--- src/rtl/bcd_pkg.sv ---
// bcd_pkg: FSM encodings, double-dabble adjust constants and clog2 helper shared by the BCD converter.
package bcd_pkg;
  localparam logic [1:0] S_IDLE  = 2'd0;
  localparam logic [1:0] S_SHIFT = 2'd1;
  localparam logic [1:0] S_DONE  = 2'd2;
  localparam logic [3:0] BCD_ADJ_THRESH = 4'd5;
  localparam logic [3:0] BCD_ADJ_ADD    = 4'd3;
  function automatic int clog2(input int v);
    int r;
    r = 0;
    while ((1 << r) < v) r++;
    return r;
  endfunction
endpackage

--- src/rtl/bcd_shift_core.sv ---
// bcd_shift_core: serial double-dabble datapath, one add-3 adjust and one-bit shift per enabled clock.
module bcd_shift_core
  import bcd_pkg::*;
#(
  parameter int WIDTH  = 8,
  parameter int DIGITS = 3
) (
  input  logic                  clk,
  input  logic                  rst,
  input  logic                  load,
  input  logic                  en,
  input  logic [WIDTH-1:0]      bin_in,
  output logic [4*DIGITS-1:0]   bcd,
  output logic                  carry_out
);
  logic [WIDTH-1:0]    shf;
  logic [4*DIGITS-1:0] adj;
  always_comb begin
    adj = bcd;
    for (int i = 0; i < DIGITS; i++)
      adj[4*i +: 4] = bcd[4*i +: 4] >= BCD_ADJ_THRESH ? bcd[4*i +: 4] + BCD_ADJ_ADD : bcd[4*i +: 4];
  end
  // The adjusted top bit is what leaves the digit register on this shift.
  assign carry_out = adj[4*DIGITS-1];
  always_ff @(posedge clk or posedge rst) begin
    if (rst) begin
      bcd <= '0;
      shf <= '0;
    end else if (load) begin
      bcd <= '0;
      shf <= bin_in;
    end else if (en) begin
      bcd <= {adj[4*DIGITS-2:0], shf[WIDTH-1]};
      shf <= shf << 1;
    end
  end
endmodule

--- src/rtl/bcd_convert_sched.sv ---
// bcd_convert_sched: round-robin shared binary-to-BCD converter; optional BCD_OVERFLOW_EN adds saturation and ovf.
module bcd_convert_sched
  import bcd_pkg::*;
#(
  parameter  int NUM_REQ = 3,
  parameter  int WIDTH   = 8,
  parameter  int DIGITS  = 3,
  localparam int IW      = clog2(NUM_REQ),
  localparam int CW      = clog2(WIDTH)
) (
  input  logic                     clk,
  input  logic                     rst,
  input  logic [NUM_REQ-1:0]       req,
  input  logic [NUM_REQ*WIDTH-1:0] bin,
  output logic [NUM_REQ-1:0]       ack,
  output logic [4*DIGITS-1:0]      bcd,
  output logic [IW-1:0]            res_id,
  output logic                     busy
`ifdef BCD_OVERFLOW_EN
  ,
  output logic                     ovf
`endif
);
  logic [1:0]          state;
  logic [CW-1:0]       cnt;
  logic [IW-1:0]       ptr, id, gnt;
  logic [4*DIGITS-1:0] core_bcd, done_bcd, bcd_r;
  logic                load, en, last, carry;
  assign load = state == S_IDLE && |req;
  assign en   = state == S_SHIFT;
  assign last = cnt == CW'(WIDTH - 1);
  // Walk from the farthest offset down so the nearest set request at or after ptr wins.
  always_comb begin
    gnt = '0;
    for (int k = NUM_REQ - 1; k >= 0; k--) begin
      int p;
      p = int'(ptr) + k;
      p = p >= NUM_REQ ? p - NUM_REQ : p;
      if (req[p]) gnt = IW'(p);
    end
  end
  bcd_shift_core #(.WIDTH(WIDTH), .DIGITS(DIGITS)) u_core (
    .clk       (clk),
    .rst       (rst),
    .load      (load),
    .en        (en),
    .bin_in    (bin[gnt*WIDTH +: WIDTH]),
    .bcd       (core_bcd),
    .carry_out (carry)
  );
  always_ff @(posedge clk or posedge rst) begin
    if (rst) begin
      state  <= S_IDLE;
      cnt    <= '0;
      ptr    <= '0;
      id     <= '0;
      res_id <= '0;
      bcd_r  <= '0;
    end else if (state == S_IDLE) begin
      if (|req) begin
        state <= S_SHIFT;
        id    <= gnt;
        cnt   <= '0;
      end
    end else if (state == S_SHIFT) begin
      cnt <= cnt + CW'(1);
      if (last) begin
        state  <= S_DONE;
        res_id <= id;
      end
    end else if (state == S_DONE) begin
      state <= S_IDLE;
      ptr   <= id == IW'(NUM_REQ - 1) ? '0 : id + IW'(1);
      bcd_r <= done_bcd;
    end else begin
      state <= S_IDLE;
    end
  end
`ifdef BCD_OVERFLOW_EN
  logic sticky;
  always_ff @(posedge clk or posedge rst) begin
    if (rst) begin
      sticky <= 1'b0;
      ovf    <= 1'b0;
    end else if (load) begin
      sticky <= 1'b0;
      ovf    <= 1'b0;
    end else if (en) begin
      sticky <= sticky | carry;
      if (last) ovf <= sticky | carry;
    end
  end
  assign done_bcd = ovf ? {DIGITS{4'h9}} : core_bcd;
`else
  logic unused_carry;
  assign unused_carry = carry;
  assign done_bcd     = core_bcd;
`endif
  // Result is live from the core during DONE, then held from bcd_r while idle.
  assign bcd  = state == S_DONE ? done_bcd : bcd_r;
  assign ack  = state == S_DONE ? NUM_REQ'(1) << id : '0;
  assign busy = state != S_IDLE;
endmodule

--- config.mk ---
export PLATFORM = sky130hd
export DESIGN_NAME = bcd_convert_sched
export DESIGN_NICKNAME = d
export VERILOG_FILES = /design/src/rtl/bcd_pkg.sv /design/src/rtl/bcd_shift_core.sv /design/src/rtl/bcd_convert_sched.sv
export SDC_FILE = /design/constraint.sdc
export NUM_CORES = 1
export LEC_CHECK = 0
export CAP_MARGIN = 20
export CORE_MARGIN = 4
export CORE_UTILIZATION = 52
export DETAILED_ROUTE_END_ITERATION = 12
export PLACE_DENSITY = 0.83
export SLEW_MARGIN = 5
export SYNTH_ARGS = -nofsm -noshare
export SYNTH_HDL_FRONTEND = slang
export SYNTH_HIERARCHICAL = 1
export SYNTH_SLANG_ARGS = --single-unit
--- constraint.sdc ---
create_clock -name clk -period 3.1 [get_ports clk]
set_input_delay 0.62 -clock clk [delete_from_list [all_inputs] [get_ports clk]]
set_output_delay 0.62 -clock clk [all_outputs]
set_load 0.02 [all_outputs]
**Yosys cells after proc, flatten, opt, wreduce, memory -nomap -nowiden**

Cells that the tools add are included.

- Bits in latches: 0
- Bits in writable memories: 0
- ROM bits: 0
- Register bits: 43
- Output and inout bits: 18
- Memories: 0

- Reduce and logical (&&, ||, !) cells: 12
- Shifts and indexed selects: 2
- $mul: 0
- Bitwise operators: 2
- $add $sub $neg: 10
- Div/mod/pow operators: 0
- Equal/unequal tests: 6
- Muxes and demuxes: 32
- Magnitude comparators: 9

Operators by type and width:

| operator | count |
|---|---|
| 32-bit by 4-bit < comparator with 1-bit output (second input constant) | 3 |
| 32-bit 2-to-1 mux | 3 |
| 12-bit 2-to-1 mux | 3 |
| 24-bit by 6-bit variable part select with 8-bit output | 1 |
| 2-bit 2-to-1 mux | 8 |
| 8-bit 2-to-1 mux | 2 |
| 3-bit 2-to-1 mux | 5 |
| 4-bit by 3-bit >= comparator with 1-bit output (second input constant) | 3 |
| 4-bit by 2-bit adder with 4-bit output (second input constant) | 2 |
| 4-bit 2-to-1 mux | 2 |
| 2-bit AND reduction | 4 |
| 3-bit by 2-bit subtractor with 4-bit output (second input constant) | 2 |
| 1-bit binary-select mux with 2-bit select | 3 |
| 3-bit by 2-bit >= comparator with 1-bit output (second input constant) | 2 |
| 1-bit 2-to-1 mux | 6 |
| 3-bit AND reduction | 2 |
| 2-bit nonzero test | 3 |
| 2-bit == test (second input constant) | 2 |
| 2-bit by 1-bit adder with 3-bit output (second input constant) | 1 |
| 2-bit by 2-bit adder with 3-bit output (second input constant) | 1 |
| 3-bit by 1-bit adder with 3-bit output (second input constant) | 1 |
| 3-bit by 2-bit adder with 3-bit output (second input constant) | 1 |
| 3-bit == test (second input constant) | 1 |
| 3-bit by 1-bit != test with 1-bit output (second input constant) | 1 |
| 10 further kinds | 11 |

**Longest topological paths before layout**

Gate-level depths: netlist of the first run.

- Word-level depth: 11
- Gate-level depth with buffers: 10
- Mapped depth without buffers: 9

**Hierarchy**

Netlist of the first run, hierarchy kept.

Modules (own cells, without submodules):

| module | cells an instance | area an instance (um^2) | instances |
|---|---|---|---|
| bcd_convert_sched | 162 | 1,416.4 | 1 |
| bcd_shift_core | 121 | 1,146.1 | 1 |

**Worst setup path after synthesis of the first run**

OpenSTA, ideal clock, no wires.

- Path type: register to register
- Start: reg ptr[0]
- End: reg u_core.shf[0]
- Slack: 811 ps
- Data arrival time: 2,161 ps
- Buffers on the path: 1
- Stages on the path, launching flop included: 10
- Setup time: 128 ps
- Cell sequence: dfrtp_1 inv_1 ha_1 buf_6 a21oi_1 a21oi_4 a311oi_4 mux2_2 nand2_1 o21ai_0

- Word-level cells in the longest chain between the ends: 11

Ends and longest elaborated chain:

| item | RTL line | RTL |
|---|---|---|
| start, declared | bcd_convert_sched.sv:26 | `logic [IW-1:0] ptr, id, gnt;` |
| start signal, assigned | bcd_convert_sched.sv:73 | `ptr <= id == IW'(NUM_REQ - 1) ? '0 : id + IW'(1);` |
| 2-bit by 2-bit adder with 3-bit output | bcd_convert_sched.sv:37 | `p = int'(ptr) + k;` |
| 3-bit by 2-bit subtractor with 4-bit output / 3-bit by 2-bit >= comparator with 1-bit output (equally long branches) | bcd_convert_sched.sv:38 | `p = p >= NUM_REQ ? p - NUM_REQ : p;` |
| 32-bit 2-to-1 mux | bcd_convert_sched.sv:38 |  |
| 1-bit binary-select mux with 2-bit select | bcd_convert_sched.sv:39 | `if (req[p]) gnt = IW'(p);` |
| 1-bit 2-to-1 mux (not written as such) (2 in series) | bcd_convert_sched.sv:39 |  |
| 2-bit 2-to-1 mux (2 in series) | bcd_convert_sched.sv:39 |  |
| 2-bit 2-to-1 mux * | bcd_convert_sched.sv:39 |  |
| 24-bit by 6-bit variable part select with 8-bit output * | bcd_convert_sched.sv:47 | `.bin_in (bin[gnt*WIDTH +: WIDTH]),` |
| 8-bit 2-to-1 mux * | bcd_shift_core.sv:29 | `end else if (load) begin` |
| end signal, assigned | bcd_shift_core.sv:31 | `shf <= bin_in;` |
| end signal, assigned | bcd_shift_core.sv:34 | `shf <= shf << 1;` |
| end, declared | bcd_shift_core.sv:16 | `logic [WIDTH-1:0] shf;` |

Every way passes the cells marked *; elsewhere a longest branch is shown, timed or not. The select of a mux whose other input is x is not followed.
A chain may end at the register's enable or synchronous reset.

**Final worst setup path of the first run**

- Start: reg state[0]
- End: out ack[1]

- Word-level cells in the longest chain between the ends: 2

Ends and longest elaborated chain:

| item | RTL line | RTL |
|---|---|---|
| start, declared | bcd_convert_sched.sv:24 | `logic [1:0] state;` |
| start signal, assigned | bcd_convert_sched.sv:53 | `state <= S_IDLE;` |
| start signal, assigned | bcd_convert_sched.sv:61 | `state <= S_SHIFT;` |
| start signal, assigned | bcd_convert_sched.sv:68 | `state <= S_DONE;` |
| 2-bit == test | bcd_convert_sched.sv:101 | `assign ack = state == S_DONE ? NUM_REQ'(1) << id : '0;` |
| 3-bit 2-to-1 mux | bcd_convert_sched.sv:101 |  |
| end, declared | bcd_convert_sched.sv:15 | `output logic [NUM_REQ-1:0] ack,` |

No other way between the ends.

==> results of run 1 <==
-- worst max path at each step --
stage	startpoint	endpoint	cells after the start
after floorplan	ptr[0]$_DFFE_PP0P_	u_core/shf[0]$_DFFE_PP0P_	9
after global placement	req[0]	u_core/shf[0]$_DFFE_PP0P_	8
after detailed placement	req[0]	u_core/shf[0]$_DFFE_PP0P_	8
after CTS	state[0]$_DFFE_PP0P_	ack[1]	3
after global routing	state[0]$_DFFE_PP0P_	ack[1]	3
final	state[0]$_DFFE_PP0P_	ack[1]	3
-- area by class of cell --
type	instances	share of cell area, %
Multi-Input combinational cell	208	42.7
Sequential cell	43	34.4
Timing Repair Buffer	49	15.4
Tap cell	67	2.68
Clock buffer	6	2.32
Inverter	18	2.16
Clock inverter	2	0.400
-- worst max-delay path, stage by stage (launching register included) --
cell,delay (ns)
dfrtp_1,0.40
nand2b_1,0.43
nor3b_1,0.39
clkdlybuf4s50_1,0.66
-- layer usage --
layer / track usage [%] / routed length [um]
met5: 0 / 0
met2: 30.5 / 2460
met4: 5.77 / 68
met3: 3.94 / 218
met1: 23.7 / 2340
-- through the flow --
stage | total power [uW] | hold WS, ns | cells | worst slack, ns | utilization [%]
2_1_floorplan | 1950 | 0.439 | 280 | 0.811 | -
3_3_place_gp | 2260 | 0.451 | 385 | 0.328 | 64.5
3_5_place_dp | 2310 | 0.457 | 385 | 0.202 | 64.5
4_1_cts | 2670 | 0.477 | 393 | 0.291 | 66.3
5_1_grt | 2880 | 0.506 | 393 | 0.128 | 66.3
6_report | 2650 | 0.470 | 393 | 0.293 | 66.3
-- flip-flops by register name, indices dropped and copies added, names as in the netlist --
signal      cells
u_core/shf      8
bcd_r          12
cnt             3
u_core/bcd     12
state           2
ptr             2
id              2
res_id          2
-- power breakdown --
part	internal, uW	leakage [uW]	switching (uW)
clock	158	0.0000412	196
combinational	625	0.000876	753
sequential	774	0.000562	148
==> impl_metrics.py, run 1 <==
metrics = {
    "yosys": {
        "synth_cells": 280,
        "syn_nets": 320,
        "syn-cell-area_um2": 2540,
        "yosys_warnings": 6,
        "avgSynthCellArea_um2": 9.08,
    },
    "grt": {
        "grt_max_degree": 26,
        "grt_pass1_vias": 1969,
        "grt_usage_pct": 18.3,
        "globalRouteOverflowTotal": 0,
        "grt_antenna_before_repair": 0,
        "grt_pass1_wl_mm": 8.96,
    },
    "clocking": {
        "root_buffer": "clkbuf_8",
        "ctsHoldBuffers": 0,
        "clkLatencyLatePin_ns": 0.30,
        "ctsLongestPathBuffers": 2,
        "clkSinkCount": 43,
        "cts_resized": 0,
        "htree_levels": 2,
        "cts_setup_buffers": 0,
        "cts_buffers": 5,
        "cts.clk_slew.worst_paths_ns": 0.08,
        "cts_tree": "built",
    },
    "sta": {
        "fmax_mhz": 356,
        "setup_viol": 0,
        "period_needed_ns": 2.81,
        "skew_ns": 0.00644,
        "slew_headroom_pct": 40.5,
        "finalHoldViolCount": 0,
        "final.setup.tns_ns": 0,
        "grt_setup_unrepaired": "no",
        "slew_viol_final": 0,
        "worst_pin_slew_ns": 0.891,
        "period_share_pct": 90.6,
    },
    "run_status": {
        "run_status": "completed",
    },
    "placed_design": {
        "place.gp.congestion": 0.801,
        "dp_hpwl_mm": 3.73,
        "place_area_um2": 3050,
        "portBuffers": 46,
    },
    "final_layout": {
        "final_cell_mix": "nand2_1 (78), clkdlybuf4s50_1 (46), dfrtp_1 (43)",
        "nets": 365,
        "multiInputGateArea_um2": 1340,
        "drive_gt1_share_pct": 11.3,
        "fin_area_um2": 3130,
        "final_common_cell": "nand2_1",
        "seqCellArea_um2": 1080,
        "fill_cells": 393,
        "antenna_cells": 0,
        "areaGrowthSynthToFinish_pct": 23.2,
    },
    "worst_hold_path": {
        "holdPathStages": 2,
        "hp-start": "bcd_r[7]$_DFFE_PP0P_",
        "hold_path.class": "flop to flop",
        "holdPathEnd": "bcd_r[7]$_DFFE_PP0P_",
    },
    "worst_setup_path": {
        "cp.required_ns": 2.48,
        "r2r-start": "ptr[0]$_DFFE_PP0P_",
        "critical_path.max_fanout": 17,
        "worstSetupStartpointType": "flop",
        "ff2ff_path_depth": 8,
        "end_kind": "output port",
        "rrSetupSlack_ns": 0.59,
        "rr_endpoint": "u_core/shf[0]$_DFFE_PP0P_",
        "path_class": "flop to output port",
        "arrival_ns": 2.19,
    },
    "drt": {
        "wl_per_cell_um": 12.9,
        "ant_nets": 0,
        "route.vias.total": 2071,
        "drc_errors": 0,
        "viasPerCell": 5.27,
        "wirelength_mm": 5.08,
        "firstDrtPassIters": 4,
        "initialDrtViolationCount": 152,
    },
    "die": {
        "die_w_um": 77.9,
        "die_area_um2": 6070,
        "start_util_pct": 53.8,
        "die_y_um": 77.9,
        "coreArea_um2": 4720,
        "boundaryPins": 47,
        "fp-row-count": 25,
    },
    "run": {
        "drv_cap": 0,
    },
    "power": {
        "peakVddDrop_v": 0.000382,
        "power_density_nw_per_um2": 847,
        "leakagePower_uw": 0.00148,
    },
}
(Power assumes the default switching activity.)
==> run 2: changes to the inputs <==
--- a/config.mk
+++ b/config.mk
@@ -7,9 +7,9 @@
 export LEC_CHECK = 0
 export CAP_MARGIN = 20
 export CORE_MARGIN = 4
-export CORE_UTILIZATION = 52
+export CORE_UTILIZATION = 49
 export DETAILED_ROUTE_END_ITERATION = 12
-export PLACE_DENSITY = 0.83
+export PLACE_DENSITY = 0.79
 export SLEW_MARGIN = 5
 export SYNTH_ARGS = -nofsm -noshare
 export SYNTH_HDL_FRONTEND = slang
==> run 2 against run 1 <==
  * Final area up 0.56%
  * Largest cell class unchanged
  * Final cell count up 0.25%
  * Largest power group unchanged
  * Clock-buffer cell count is the same
  * Clock skew decreased by 0.0026 ns
  * Global-route usage is 1.4 points lower
  * Sequential share of layout area down 0.19 points
  * Sequential cell count is the same
==> impl_metrics.py, run 2 (synthesis gave the netlist of run 1 again) <==
metrics = {
    "run_status": {
        "run_status": "completed",
    },
    "grt": {
        "grt_antenna_before_repair": 0,
        "grt_max_degree": 24,
        "grt_pass1_vias": 2006,
        "globalRouteOverflowTotal": 0,
        "grt_usage_pct": 16.8,
        "grt_pass1_wl_mm": 8.69,
    },
    "worst_hold_path": {
        "holdPathStages": 2,
        "holdPathEnd": "bcd_r[1]$_DFFE_PP0P_",
        "hp-start": "bcd_r[1]$_DFFE_PP0P_",
        "hold_path.class": "flop to flop",
    },
    "die": {
        "die_y_um": 80.0,
        "start_util_pct": 52.1,
        "fp-row-count": 25,
        "die_area_um2": 6400,
        "boundaryPins": 47,
        "die_w_um": 80.0,
        "coreArea_um2": 4880,
    },
    "sta": {
        "setup_viol": 0,
        "fmax_mhz": 365,
        "slew_headroom_pct": 42.3,
        "slew_viol_final": 0,
        "skew_ns": 0.00379,
        "period_share_pct": 88.4,
        "final.setup.tns_ns": 0,
        "grt_setup_unrepaired": "no",
        "worst_pin_slew_ns": 0.864,
        "finalHoldViolCount": 0,
        "period_needed_ns": 2.74,
    },
    "drt": {
        "viasPerCell": 5.21,
        "route.vias.total": 2054,
        "firstDrtPassIters": 4,
        "drc_errors": 0,
        "ant_nets": 0,
        "initialDrtViolationCount": 122,
        "wl_per_cell_um": 12.7,
        "wirelength_mm": 5.01,
    },
    "worst_setup_path": {
        "crit_start": "state[0]$_DFFE_PP0P_",
        "cp.required_ns": 2.48,
        "worstSetupStartpointType": "flop",
        "arrival_ns": 2.12,
        "critical_path.max_fanout": 17,
        "end_kind": "output port",
        "ff2ff_path_depth": 8,
        "path_class": "flop to output port",
        "rr_endpoint": "u_core/shf[0]$_DFFE_PP0P_",
        "r2r-start": "ptr[0]$_DFFE_PP0P_",
        "rrSetupSlack_ns": 0.59,
    },
    "final_layout": {
        "nets": 367,
        "antenna_cells": 0,
        "reg.largest.list": "bcd_r: 12 flops, u_core/bcd: 12 flops, u_core/shf: 8 flops",
        "drive_gt1_share_pct": 11.9,
        "final_common_cell": "nand2_1",
        "fin_cells": 394,
        "areaGrowthSynthToFinish_pct": 23.9,
        "final_cell_mix": "nand2_1 (78), clkdlybuf4s50_1 (46), dfrtp_1 (43)",
    },
    "clocking": {
        "cts_resized": 0,
        "cts_setup_buffers": 0,
        "clkSinkCount": 43,
        "clkLatencyLatePin_ns": 0.28,
        "cts_buffers": 5,
        "cts.clk_slew.worst_paths_ns": 0.08,
        "root_buffer": "clkbuf_8",
        "ctsHoldBuffers": 0,
        "cts_tree": "built",
        "htree_levels": 2,
        "ctsLongestPathBuffers": 2,
    },
    "power": {
        "power_uw": 2670,
        "leakagePower_uw": 0.00149,
        "power_density_nw_per_um2": 848,
        "peakVddDrop_v": 0.000526,
    },
    "placed_design": {
        "place.gp.congestion": 0.819,
        "portBuffers": 46,
        "dp_hpwl_mm": 3.87,
        "placedCellCount": 387,
    },
    "run": {
        "drv_cap": 0,
    },
}
## run 2: cell count changes in the layout (fill, tap and decap cells not counted)
cell / change
buf_4: +2
clkinvlp_4: -1
clkbuf_8: +1
clkbuf_1: -1
## run 2: stage by stage
step           util (%)  hold slack (ns)  worst slack, ns  area [um2]
2_1_floorplan         -            0.439            0.811        2540
3_3_place_gp       62.7            0.451            0.345        3060
3_5_place_dp       62.7            0.457            0.257        3060
4_1_cts            64.5            0.476            0.320        3150
5_1_grt            64.5            0.491            0.143        3150
6_report           64.5            0.470            0.358        3150
## run 2: routing by layer
metal  vias to the layer above  GRT usage [%]  share of wire [%]
met1                       958           21.4                 48
met2                        42           29.4                 48
met5                         -              0                  0
met4                         0           3.55               0.62
met3                         4           3.39                4.1
li1                       1050              -                  -
## run 2: worst max-delay path by stage
stage,depth (start not counted),to
2_1_floorplan,9,u_core/shf[0]$_DFFE_PP0P_
3_3_place_gp,8,u_core/shf[0]$_DFFE_PP0P_
3_5_place_dp,8,u_core/shf[0]$_DFFE_PP0P_
4_1_cts,3,ack[1]
5_1_grt,3,ack[1]
6_report,3,ack[1]
## run 2: where the power goes
part / internal (uW) / switching (uW) / total, uW
Combinational: 640 / 755 / 1400
Clock: 175 / 177 / 351
Sequential: 774 / 150 / 924
Total: 1590 / 1080 / 2670
## run 2: cell type report
type | count | area, um2
tap | 67 | 83.8
sequential | 43 | 1080
inverter | 18 | 67.6
clock buffer | 6 | 82.6
fill | 453 | 1730
timing repair buffer | 51 | 498
clock inverter | 1 | 5.00
multi-input combinational | 208 | 1340
## run 2: critical path: stages, from the launching register on
cell and delay (ns):
dfrtp_1 0.40, nand2b_1 0.42, nor3b_1 0.36, clkdlybuf4s50_1 0.65
==> run 3: changes to the inputs <==
--- a/config.mk
+++ b/config.mk
@@ -5,6 +5,7 @@
 export SDC_FILE = /design/constraint.sdc
 export NUM_CORES = 1
 export LEC_CHECK = 0
+export ABC_AREA = 1
 export CAP_MARGIN = 20
 export CORE_MARGIN = 4
 export CORE_UTILIZATION = 49
==> run 3 against run 2 <==
  * Sequential cell count is the same
  * Die area grew 4.6%
  * Fmax grew 6.7%
  * Register-to-register slack gained 0.54 ns
  * Combinational power grew 48%
  * Final area grew 4.1%
  * Final cell count grew 18%
==> impl_metrics.py, run 3 <==
metrics = {
    "clocking": {
        "cts_resized": 0,
        "cts_tree": "built",
        "clkLatencyLatePin_ns": 0.29,
        "cts_setup_buffers": 0,
        "ctsHoldBuffers": 0,
        "ctsLongestPathBuffers": 2,
        "root_buffer": "clkbuf_8",
        "cts_buffers": 5,
        "htree_levels": 2,
        "clkSinkCount": 43,
        "cts.clk_slew.worst_paths_ns": 0.09,
    },
    "drt": {
        "initialDrtViolationCount": 132,
        "firstDrtPassIters": 4,
        "route.vias.total": 2299,
        "wirelength_mm": 5.43,
        "ant_nets": 0,
        "drc_errors": 0,
        "viasPerCell": 4.94,
        "wl_per_cell_um": 11.7,
    },
    "run": {
        "drv_cap": 0,
    },
    "worst_setup_path": {
        "r2r-start": "ptr[0]$_DFFE_PP0P_",
        "cp.required_ns": 2.48,
        "rr_endpoint": "u_core/shf[3]$_DFFE_PP0P_",
        "arrival_ns": 1.95,
        "rrSetupSlack_ns": 1.13,
        "critical_path.max_fanout": 13,
        "path_class": "flop to output port",
        "ff2ff_path_depth": 16,
        "worstSetupStartpointType": "flop",
        "end_kind": "output port",
    },
    "power": {
        "peakVddDrop_v": 0.000547,
        "power_density_nw_per_um2": 1030,
        "leakagePower_uw": 0.00173,
    },
    "final_layout": {
        "areaGrowthSynthToFinish_pct": 22.7,
        "drive_gt1_share_pct": 11.9,
        "final_cell_mix": "nand2_1 (121), inv_1 (51), clkdlybuf4s50_1 (46)",
        "reg.largest.list": "bcd_r: 12 flops, u_core/bcd: 12 flops, u_core/shf: 8 flops",
        "final_core_util_pct": 63.0,
        "nets": 434,
        "antenna_cells": 0,
        "final_common_cell": "nand2_1",
    },
    "die": {
        "die_area_um2": 6700,
        "fp-row-count": 26,
        "die_w_um": 81.9,
        "boundaryPins": 47,
        "start_util_pct": 51.3,
        "coreArea_um2": 5200,
        "die_y_um": 81.9,
    },
    "worst_hold_path": {
        "hold_path.class": "flop to flop",
        "holdPathStages": 2,
        "hp-start": "bcd_r[0]$_DFFE_PP0P_",
        "holdPathEnd": "bcd_r[0]$_DFFE_PP0P_",
    },
    "yosys": {
        "syn_nets": 384,
        "syn-cell-area_um2": 2670,
        "yosys_warnings": 6,
        "synth_cells": 344,
        "avgSynthCellArea_um2": 7.77,
    },
    "placed_design": {
        "dp_hpwl_mm": 4.24,
        "portBuffers": 46,
        "place.gp.congestion": 0.801,
    },
    "sta": {
        "finalHoldViolCount": 0,
        "slew_viol_final": 0,
        "setup_viol": 0,
        "timing.hold.ws_ns": 0.473,
        "skew_ns": 0.00592,
        "final.setup.tns_ns": 0,
        "fmax_mhz": 389,
        "slew_headroom_pct": 42.5,
        "period_needed_ns": 2.57,
        "grt_setup_unrepaired": "no",
        "worst_pin_slew_ns": 0.862,
        "period_share_pct": 82.9,
    },
    "grt": {
        "grt_max_degree": 24,
        "grt_pass1_wl_mm": 9.45,
        "grt_pass1_vias": 2146,
        "grt_antenna_before_repair": 0,
        "grt_usage_pct": 17.8,
        "globalRouteOverflowTotal": 0,
    },
    "run_status": {
        "run_status": "completed",
    },
}
-- run 3: through the flow --
stage / instances / power (uW) / setup slack, ns / instance area (um2)
6_report: 465 / 3380 / 0.530 / 3280
5_1_grt: 465 / 3710 / 0.380 / 3280
4_1_cts: 465 / 3410 / 0.497 / 3280
3_5_place_dp: 457 / 3040 / 0.799 / 3190
3_3_place_gp: 457 / 2980 / 0.826 / 3190
2_1_floorplan: 344 / 2580 / 1.12 / 2670
-- run 3: routing by layer --
layer | share of wire [%] | global-route usage [%] | vias up
met3 | 5.0 | 2.96 | 2
met4 | 0.42 | 4.15 | 0
met1 | 46 | 24.0 | 1075
met5 | 0 | 0 | -
met2 | 48 | 29.9 | 40
li1 | - | - | 1182
-- run 3: worst max-delay path by stage --
| stage | start | end | slack, ns | depth (start not counted) |
|---|---|---|---|---|
| CTS | state[1]$_DFFE_PP0P_ | bcd[11] | 0.50 | 6 |
| global placement | req[0] | u_core/shf[4]$_DFFE_PP0P_ | 0.83 | 14 |
| detailed placement | req[0] | u_core/shf[3]$_DFFE_PP0P_ | 0.80 | 14 |
| finish | state[1]$_DFFE_PP0P_ | bcd[11] | 0.53 | 6 |
| floorplan | state[0]$_DFFE_PP0P_ | ack[2] | 1.12 | 4 |
| global route | state[1]$_DFFE_PP0P_ | bcd[0] | 0.38 | 6 |
-- run 3: critical path: stages, from the launching register on --
cell,delay (ns)
dfrtp_1,0.39
inv_1,0.08
nor2_2,0.04
inv_1,0.30
nand2_1,0.15
nand2_1,0.09
clkdlybuf4s50_1,0.60
-- run 3: area by class of cell --
cell class              count  area (um2)
inverters                  58         233
clock inverters             3        25.0
repair buffers             48         475
clock buffers               5        68.8
well taps                  70        87.6
multi-input cells         238        1310
fillers                   453        1930
flip-flops and latches     43        1080
-- run 3: power by group --
group	total (uW)	internal, uW	switching, uW
Clock	366	161	205
Combinational	2070	799	1270
Sequential	945	795	150
Total	3380	1760	1630
